===== src/rtl/pipe_seq_pkg.sv =====
// Shared encodings for the ID/EX/WB pipeline sequencer: FSM states, panel opcodes and
// the stall-counter width helper.
package pipe_seq_pkg;

   typedef enum logic [1:0] {
      ST_IDLE     = 2'd0,
      ST_RUN      = 2'd1,
      ST_MUL_WAIT = 2'd2,
      ST_BREAK    = 2'd3
   } seq_state_e;

   localparam logic [3:0] OP_JMP = 4'd11;
   localparam logic [3:0] OP_BEQ = 4'd12;
   localparam logic [3:0] OP_GHI = 4'd13;
   localparam logic [3:0] OP_GLO = 4'd14;

   // Width of a counter holding 0..lat, never narrower than one bit.
   function automatic int unsigned cnt_width(input int unsigned lat);
      int unsigned w;
      w = $clog2(lat + 1);
      return (w < 1) ? 1 : w;
   endfunction

endpackage


===== src/rtl/seq_edge_det.sv =====
// Rising-edge detector for the debounced step key; the previous level is held in a register
// cleared by the asynchronous reset.
module seq_edge_det (
   input  logic clk_i,
   input  logic rst_i,
   input  logic req_i,
   output logic edge_o
);

   logic req_q;

   always_ff @(posedge clk_i or posedge rst_i) begin
      if (rst_i) begin
         req_q <= 1'b0;
      end else begin
         req_q <= req_i;
      end
   end

   assign edge_o = req_i & ~req_q;

endmodule


===== src/rtl/pipe_seq_ctrl.sv =====
// Pipeline-advance sequencer: free run, single step, multiply stalls and an optional PC
// breakpoint (present only when PIPE_BP_EN is defined). All outputs are registered.
module pipe_seq_ctrl
   import pipe_seq_pkg::*;
#(
   parameter int unsigned MUL_LAT = 4,
   parameter int unsigned PC_W    = 16
) (
   input  logic            clk_i,
   input  logic            rst_i,
   input  logic            run_mode_i,
   input  logic            step_req_i,
   input  logic            ex_mul_i,
   input  logic [PC_W-1:0] pc_i,
   input  logic [PC_W-1:0] bp_addr_i,
   input  logic            bp_valid_i,
   output logic            pipe_en_o,
   output logic            mul_start_o,
   output logic            mul_busy_o,
   output logic            halted_o,
   output logic            bp_hit_o,
   output logic [1:0]      state_o,
   output logic [15:0]     retired_o
);

   localparam int unsigned     CNT_W    = cnt_width(MUL_LAT);
   localparam logic [CNT_W-1:0] CNT_LOAD = CNT_W'(MUL_LAT);
   localparam logic [CNT_W-1:0] CNT_ONE  = CNT_W'(1);
   localparam bit              MUL_STALL = (MUL_LAT > 0);

   seq_state_e       state_q, state_d;
   logic [CNT_W-1:0] cnt_q, cnt_d;
   logic             pend_q, pend_d;
   logic             pipe_en_q, pipe_en_d;
   logic             mul_start_q, mul_start_d;
   logic             mul_busy_q, mul_busy_d;
   logic             halted_q, halted_d;
   logic             bp_hit_q, bp_hit_d;
   logic [15:0]      retired_q, retired_d;
   logic             step_edge;
   logic             bp_match;
   logic             adv;

   seq_edge_det u_step_edge (
      .clk_i  (clk_i),
      .rst_i  (rst_i),
      .req_i  (step_req_i),
      .edge_o (step_edge)
   );

`ifdef PIPE_BP_EN
   assign bp_match = bp_valid_i && (pc_i == bp_addr_i);
`else
   logic unused_bp;
   assign unused_bp = ^{pc_i, bp_addr_i, bp_valid_i};
   assign bp_match  = 1'b0;
`endif

   always_comb begin
      state_d     = state_q;
      cnt_d       = cnt_q;
      pend_d      = pend_q;
      pipe_en_d   = 1'b0;
      mul_start_d = 1'b0;
      bp_hit_d    = bp_hit_q;
      adv         = 1'b0;

      unique case (state_q)
         ST_IDLE: begin
            if (run_mode_i) begin
               state_d = ST_RUN;
            end else if (step_edge || pend_q) begin
               adv    = 1'b1;
               pend_d = 1'b0;
            end
         end
         ST_RUN: begin
            pend_d = 1'b0;
            if (!run_mode_i) begin
               state_d = ST_IDLE;
            end else if (bp_match) begin
               // Breakpoint wins over a multiply stall: nothing is issued.
               state_d  = ST_BREAK;
               bp_hit_d = 1'b1;
            end else begin
               adv = 1'b1;
            end
         end
         ST_MUL_WAIT: begin
            if (step_edge) begin
               pend_d = 1'b1;
            end
            if (cnt_q == CNT_ONE) begin
               pipe_en_d = 1'b1;
               state_d   = run_mode_i ? ST_RUN : ST_IDLE;
            end else begin
               cnt_d = cnt_q - CNT_ONE;
            end
         end
         ST_BREAK: begin
`ifdef PIPE_BP_EN
            // The step advance bypasses the compare, so the same PC can be left.
            if (step_edge) begin
               adv     = 1'b1;
               state_d = run_mode_i ? ST_RUN : ST_IDLE;
            end else if (!run_mode_i) begin
               state_d = ST_IDLE;
            end
`else
            state_d = ST_IDLE;
`endif
         end
      endcase

      if (adv) begin
         if (ex_mul_i && MUL_STALL) begin
            mul_start_d = 1'b1;
            state_d     = ST_MUL_WAIT;
            cnt_d       = CNT_LOAD;
         end else begin
            pipe_en_d = 1'b1;
         end
      end

      if (pipe_en_d) begin
         bp_hit_d = 1'b0;
      end

      retired_d  = retired_q + 16'(pipe_en_d);
      mul_busy_d = (state_d == ST_MUL_WAIT);
      halted_d   = (state_d == ST_IDLE) || (state_d == ST_BREAK);
   end

   always_ff @(posedge clk_i or posedge rst_i) begin
      if (rst_i) begin
         state_q     <= ST_IDLE;
         cnt_q       <= '0;
         pend_q      <= 1'b0;
         pipe_en_q   <= 1'b0;
         mul_start_q <= 1'b0;
         mul_busy_q  <= 1'b0;
         halted_q    <= 1'b1;
         bp_hit_q    <= 1'b0;
         retired_q   <= 16'h0000;
      end else begin
         state_q     <= state_d;
         cnt_q       <= cnt_d;
         pend_q      <= pend_d;
         pipe_en_q   <= pipe_en_d;
         mul_start_q <= mul_start_d;
         mul_busy_q  <= mul_busy_d;
         halted_q    <= halted_d;
         bp_hit_q    <= bp_hit_d;
         retired_q   <= retired_d;
      end
   end

   assign pipe_en_o   = pipe_en_q;
   assign mul_start_o = mul_start_q;
   assign mul_busy_o  = mul_busy_q;
   assign halted_o    = halted_q;
   assign bp_hit_o    = bp_hit_q;
   assign state_o     = state_q;
   assign retired_o   = retired_q;

endmodule


===== config.mk =====
export PLATFORM = sky130hd
export DESIGN_NAME = pipe_seq_ctrl
export DESIGN_NICKNAME = d
export VERILOG_FILES = /design/src/rtl/pipe_seq_pkg.sv /design/src/rtl/seq_edge_det.sv /design/src/rtl/pipe_seq_ctrl.sv
export SDC_FILE = /design/constraint.sdc
export NUM_CORES = 1
export LEC_CHECK = 0
export ABC_AREA = 0
export BUFFER_PORTS_ARGS = -buffer_cell sky130_fd_sc_hd__buf_4
export CORE_MARGIN = 10
export CORE_UTILIZATION = 40
export CTS_CLUSTER_DIAMETER = 50
export DETAILED_ROUTE_END_ITERATION = 10
export PLACE_DENSITY = 0.74
export RECOVER_POWER = 25
export REMOVE_ABC_BUFFERS = 1
export SLEW_MARGIN = 20
export SYNTH_ARGS = -nofsm -noshare
export SYNTH_HDL_FRONTEND = slang
export SYNTH_SLANG_ARGS = --single-unit
export TNS_END_PERCENT = 30

===== constraint.sdc =====
create_clock -name clk_i -period 2.1 [get_ports clk_i]
set_input_delay 0.21 -clock clk_i [delete_from_list [all_inputs] [get_ports clk_i]]
set_output_delay 0.21 -clock clk_i [all_outputs]
set_load 0.02 [all_outputs]

==> metrics.log <==
INFO  metric final.setup_skew = 0.00920 ns
INFO  metric numCtsBuffers = 3
INFO  metric global_route.usage.total = 9.13%
INFO  metric ys_warn_count = 0
INFO  metric finish.cell_count_without_fillers = between 150 and 200
INFO  metric timing.hold.worst_path_depth = 3
INFO  metric timing.setup.critical_path_class = register to register
INFO  metric hold_viol_final = 0
INFO  metric final_max_slew_viol_count = 0
INFO  metric net-switching-power = 0.582 mW
INFO  metric synthTopCellsByArea = dfrtp_1 54%, xor2_1 7.3%, ha_1 6.2%, xnor2_1 3.6%, nand2_1 3.4%
INFO  metric dieArea = 5620 um2
INFO  metric io-pin-count = slightly above 60
INFO  metric die_h = 74.9 um
INFO  metric share_clk_of_total_power = 14.7%
INFO  metric power.share.switching = 36.7%
INFO  metric max_slew_margin = 3.87%
INFO  metric detail_route.wl_per_cell = approximately 14 um
INFO  metric power_density = 1000 nW/um2
INFO  metric cap_violations = 0
INFO  metric cts-root-buf = clkbuf_4
INFO  metric overflow = 0
INFO  metric critical_path_endpoint_category = register
INFO  metric mostFrequentLayoutCells = 34 x buf_4, 26 x dfrtp_1, 11 x nand2_1
INFO  metric vias_per_cell = 5.01
INFO  metric synthDominantAreaCellType = dfrtp_1
INFO  metric cts.htree.levels = 1
INFO  metric initial_core_util = 42.7%
INFO  metric placement.io_buffers = 26
INFO  metric r2r.worst_path.cells = 11
INFO  metric final_non_filler_cell_area = 1580 um2
INFO  metric synthCells = approximately 110
INFO  metric combPwrFrac = 38.1%
INFO  metric place.gp.congestion = around 0.76
INFO  metric synth.avg_cell_area = 11.3 um2
INFO  metric first_pass_grt_wire_length = 4040 um
INFO  metric initialDrtViolationCount = 18
INFO  metric n_fill_cell = roughly 240
INFO  metric rr_startpoint = cnt_q[1]
INFO  metric most_common_library_cell_in_the_layout_ignoring_fill_and_taps = buf_4
INFO  metric outcome = finished, final reports clean
INFO  metric critical_path.max_fanout = 3
INFO  metric fmaxAchievable = 491 MHz
INFO  metric worst-slew-pin-transition = 1.44 ns
INFO  metric num_vias = 891
INFO  metric crit_required = 2.37 ns
INFO  metric finalWirelength = 2460 um
INFO  metric tritoncts = done
INFO  metric finalWorstPathRequiredPeriod = 2.04 ns
INFO  metric clk-insertion-delay-late = 0.34 ns
INFO  metric area_growth = 30.8%
INFO  metric final-setup-viol-count = 0
INFO  metric final_antenna_net_count = 0
INFO  metric nNetsFinal = 192
INFO  metric cp_data_arrival_time = 2.30 ns
INFO  metric hold_class = input pin to register
INFO  metric setup.worst_path.start_class = register
INFO  metric worst-r2r-setup-slack = 0.06 ns
INFO  metric critical-path-top-cell-by-count = ha_2
INFO  metric dieWidth = between 70 and 80 um
INFO  metric timing.hold.worst_endpoint = pend_q
INFO  metric grt_start_max_net_pins = 28
INFO  metric first_global_vias = roughly 900
INFO  metric ys_seq_elements = 27
INFO  metric min_period_over_period = 97.0%
INFO  metric n_antenna_cell = 0
INFO  metric drive_above_1_share = approximately 35%
INFO  metric holdCritStartpoint = run_mode_i
INFO  metric crit_path_top_delay_cell = dfrtp_1
INFO  metric crit-reg2reg-capture = retired_o[11]
INFO  metric row_count = 19
INFO  metric yosys.area.top_type_share = 53.9%
INFO  metric drt_pre_antenna_iters = 3
INFO  metric max-clock-path-buffers = 2
INFO  metric ys_seq_area_share = approximately 56%
INFO  metric max_incr_delay_on_cp = between 0.4 and 0.5 ns
INFO  metric internal-power = 1.00 mW
INFO  metric antenna_found_initial = 0
INFO  metric leakagePower = about 0.85 nW
INFO  metric ir_worst_vdd = 0.530 mV
INFO  metric power_frac_seq = 47.2%
INFO  metric post_synth_num_cell_types = 29
INFO  metric placedCellCount = 169
INFO  metric clock_transition_time_at_the_flip_flop_clock_pins_of_the_worst_setup_and_hold_paths = 0.15 ns
INFO  metric place_area = 1480 um2
INFO  metric hpwlAfterDp = 1820 um
INFO  metric netlist_area = 1210 um2
INFO  metric drcViolationCount = 0
INFO  metric coreArea = 2830 um2
INFO  metric clkSinkCount = 27
INFO  metric timing.critical_path.cells = inv_2 -> ha_2 -> nand2_1 -> nor2_2 -> a21o_1 -> ha_2 -> nand3_2 -> or2_4 -> buf_4 -> nor2_4 -> xor2_1
## sequential cells by signal, summed over array words and instances (netlist names)
signal             count
state_o                2
halted_o               1
pend_q                 1
u_step_edge.req_q      1
pipe_en_o              1
cnt_q                  3
mul_busy_o             1
retired_o             16
mul_start_o            1
## power by group through the flow
stage	combinational, mW	sequential [mW]	clock, mW
after CTS	0.583	0.746	0.249
after detailed placement	0.581	0.754	0
after global routing	0.670	0.767	0.268
final	0.605	0.749	0.233
after floorplan	0.214	0.853	0
after global placement	0.556	0.750	0
## worst max-delay path: cells and delay by family, from the launching register on
family,cells,cell delay [ns]
flops,1,0.41
simple gates,5,0.64
compound gates,1,0.15
fa+ha+maj,2,0.36
buf+inv,2,0.22
xor+xnor,1,0.18
## synth_stat cells
cell type,number
a211oi_1,1
a21o_1,1
a21oi_1,2
a22o_1,1
and3_1,3
and4_1,1
buf_4,1
buf_6,1
clkbuf_1,1
conb_1,1
dfrtp_1,26
dfstp_2,1
ha_1,6
inv_1,5
nand2_1,11
nand2b_1,2
nand3_1,5
nand3_2,1
nand3b_1,2
nand4_1,2
nor2_1,10
nor2b_1,1
nor3_1,1
nor4_4,1
o211a_1,1
o21ai_0,3
or2_1,1
xnor2_1,5
xor2_1,10
## through the flow
step                setup TNS, ns  setup WS, ns  hold slack [ns]  total power [mW]  util [%]
global placement                0        0.0872            0.298              1.31      52.3
floorplan                  -0.535        -0.186            0.241              1.07         -
detailed placement              0        0.0714            0.301              1.34      52.3
finish                          0        0.0640            0.156              1.59      55.8
global route               -0.240       -0.0642            0.146              1.70      55.8
CTS                             0        0.0345            0.138              1.58      54.0
## cell type report
cell class	instances	area, um2	area share [%]
sequential	27	677	42.9
multi-input combinational	72	520	33.0
timing repair buffer	39	294	18.6
tap	31	38.8	2.46
clock buffer	3	22.5	1.43
inverter	5	18.8	1.19
clock inverter	1	7.51	0.475
## logic make-up (layout without fill, tap and decap cells)
group | after synthesis | in the layout | synth area share (%)
xor+xnor | 15 | 15 | 10.9
simple gates | 41 | 41 | 18.2
compound gates | 9 | 9 | 4.87
flops | 27 | 27 | 56.1
fa+ha+maj | 6 | 6 | 6.22
other cells | 1 | 1 | 0.311
buf+inv | 8 | 48 | 3.42
## metal layers
| layer | global-route usage (%) | up-vias | share of wire [%] | routed length (um) |
|---|---|---|---|---|
| met1 | 8.94 | 435 | 39 | 952 |
| met4 | 3.15 | 0 | 1.1 | 27 |
| met2 | 16.7 | 21 | 52 | 1280 |
| met3 | 4.07 | 4 | 8.0 | 196 |
| li1 | - | 431 | - | - |
| met5 | 0 | - | 0 | 0 |
## worst max path at each step
stage	from	to	slack [ns]	cells past startpoint
2_1_floorplan	state_o[1]	retired_o[15]	-0.19	9
3_3_place_gp	cnt_q[1]	retired_o[15]	0.09	10
5_1_grt	cnt_q[1]	retired_o[11]	-0.06	11
4_1_cts	cnt_q[1]	retired_o[11]	0.03	11
6_report	cnt_q[1]	retired_o[11]	0.06	11
3_5_place_dp	cnt_q[1]	retired_o[11]	0.07	11
## what timing repair did
item | 4_1_cts | 5_1_grt
gates resized for setup | 0 | 11
hold buffers | 2 | 0
setup buffers | 0 | 3
setup endpoints to repair | 0 | 7
hold endpoints to repair | 27 | 0
(Power assumes the default switching activity.)
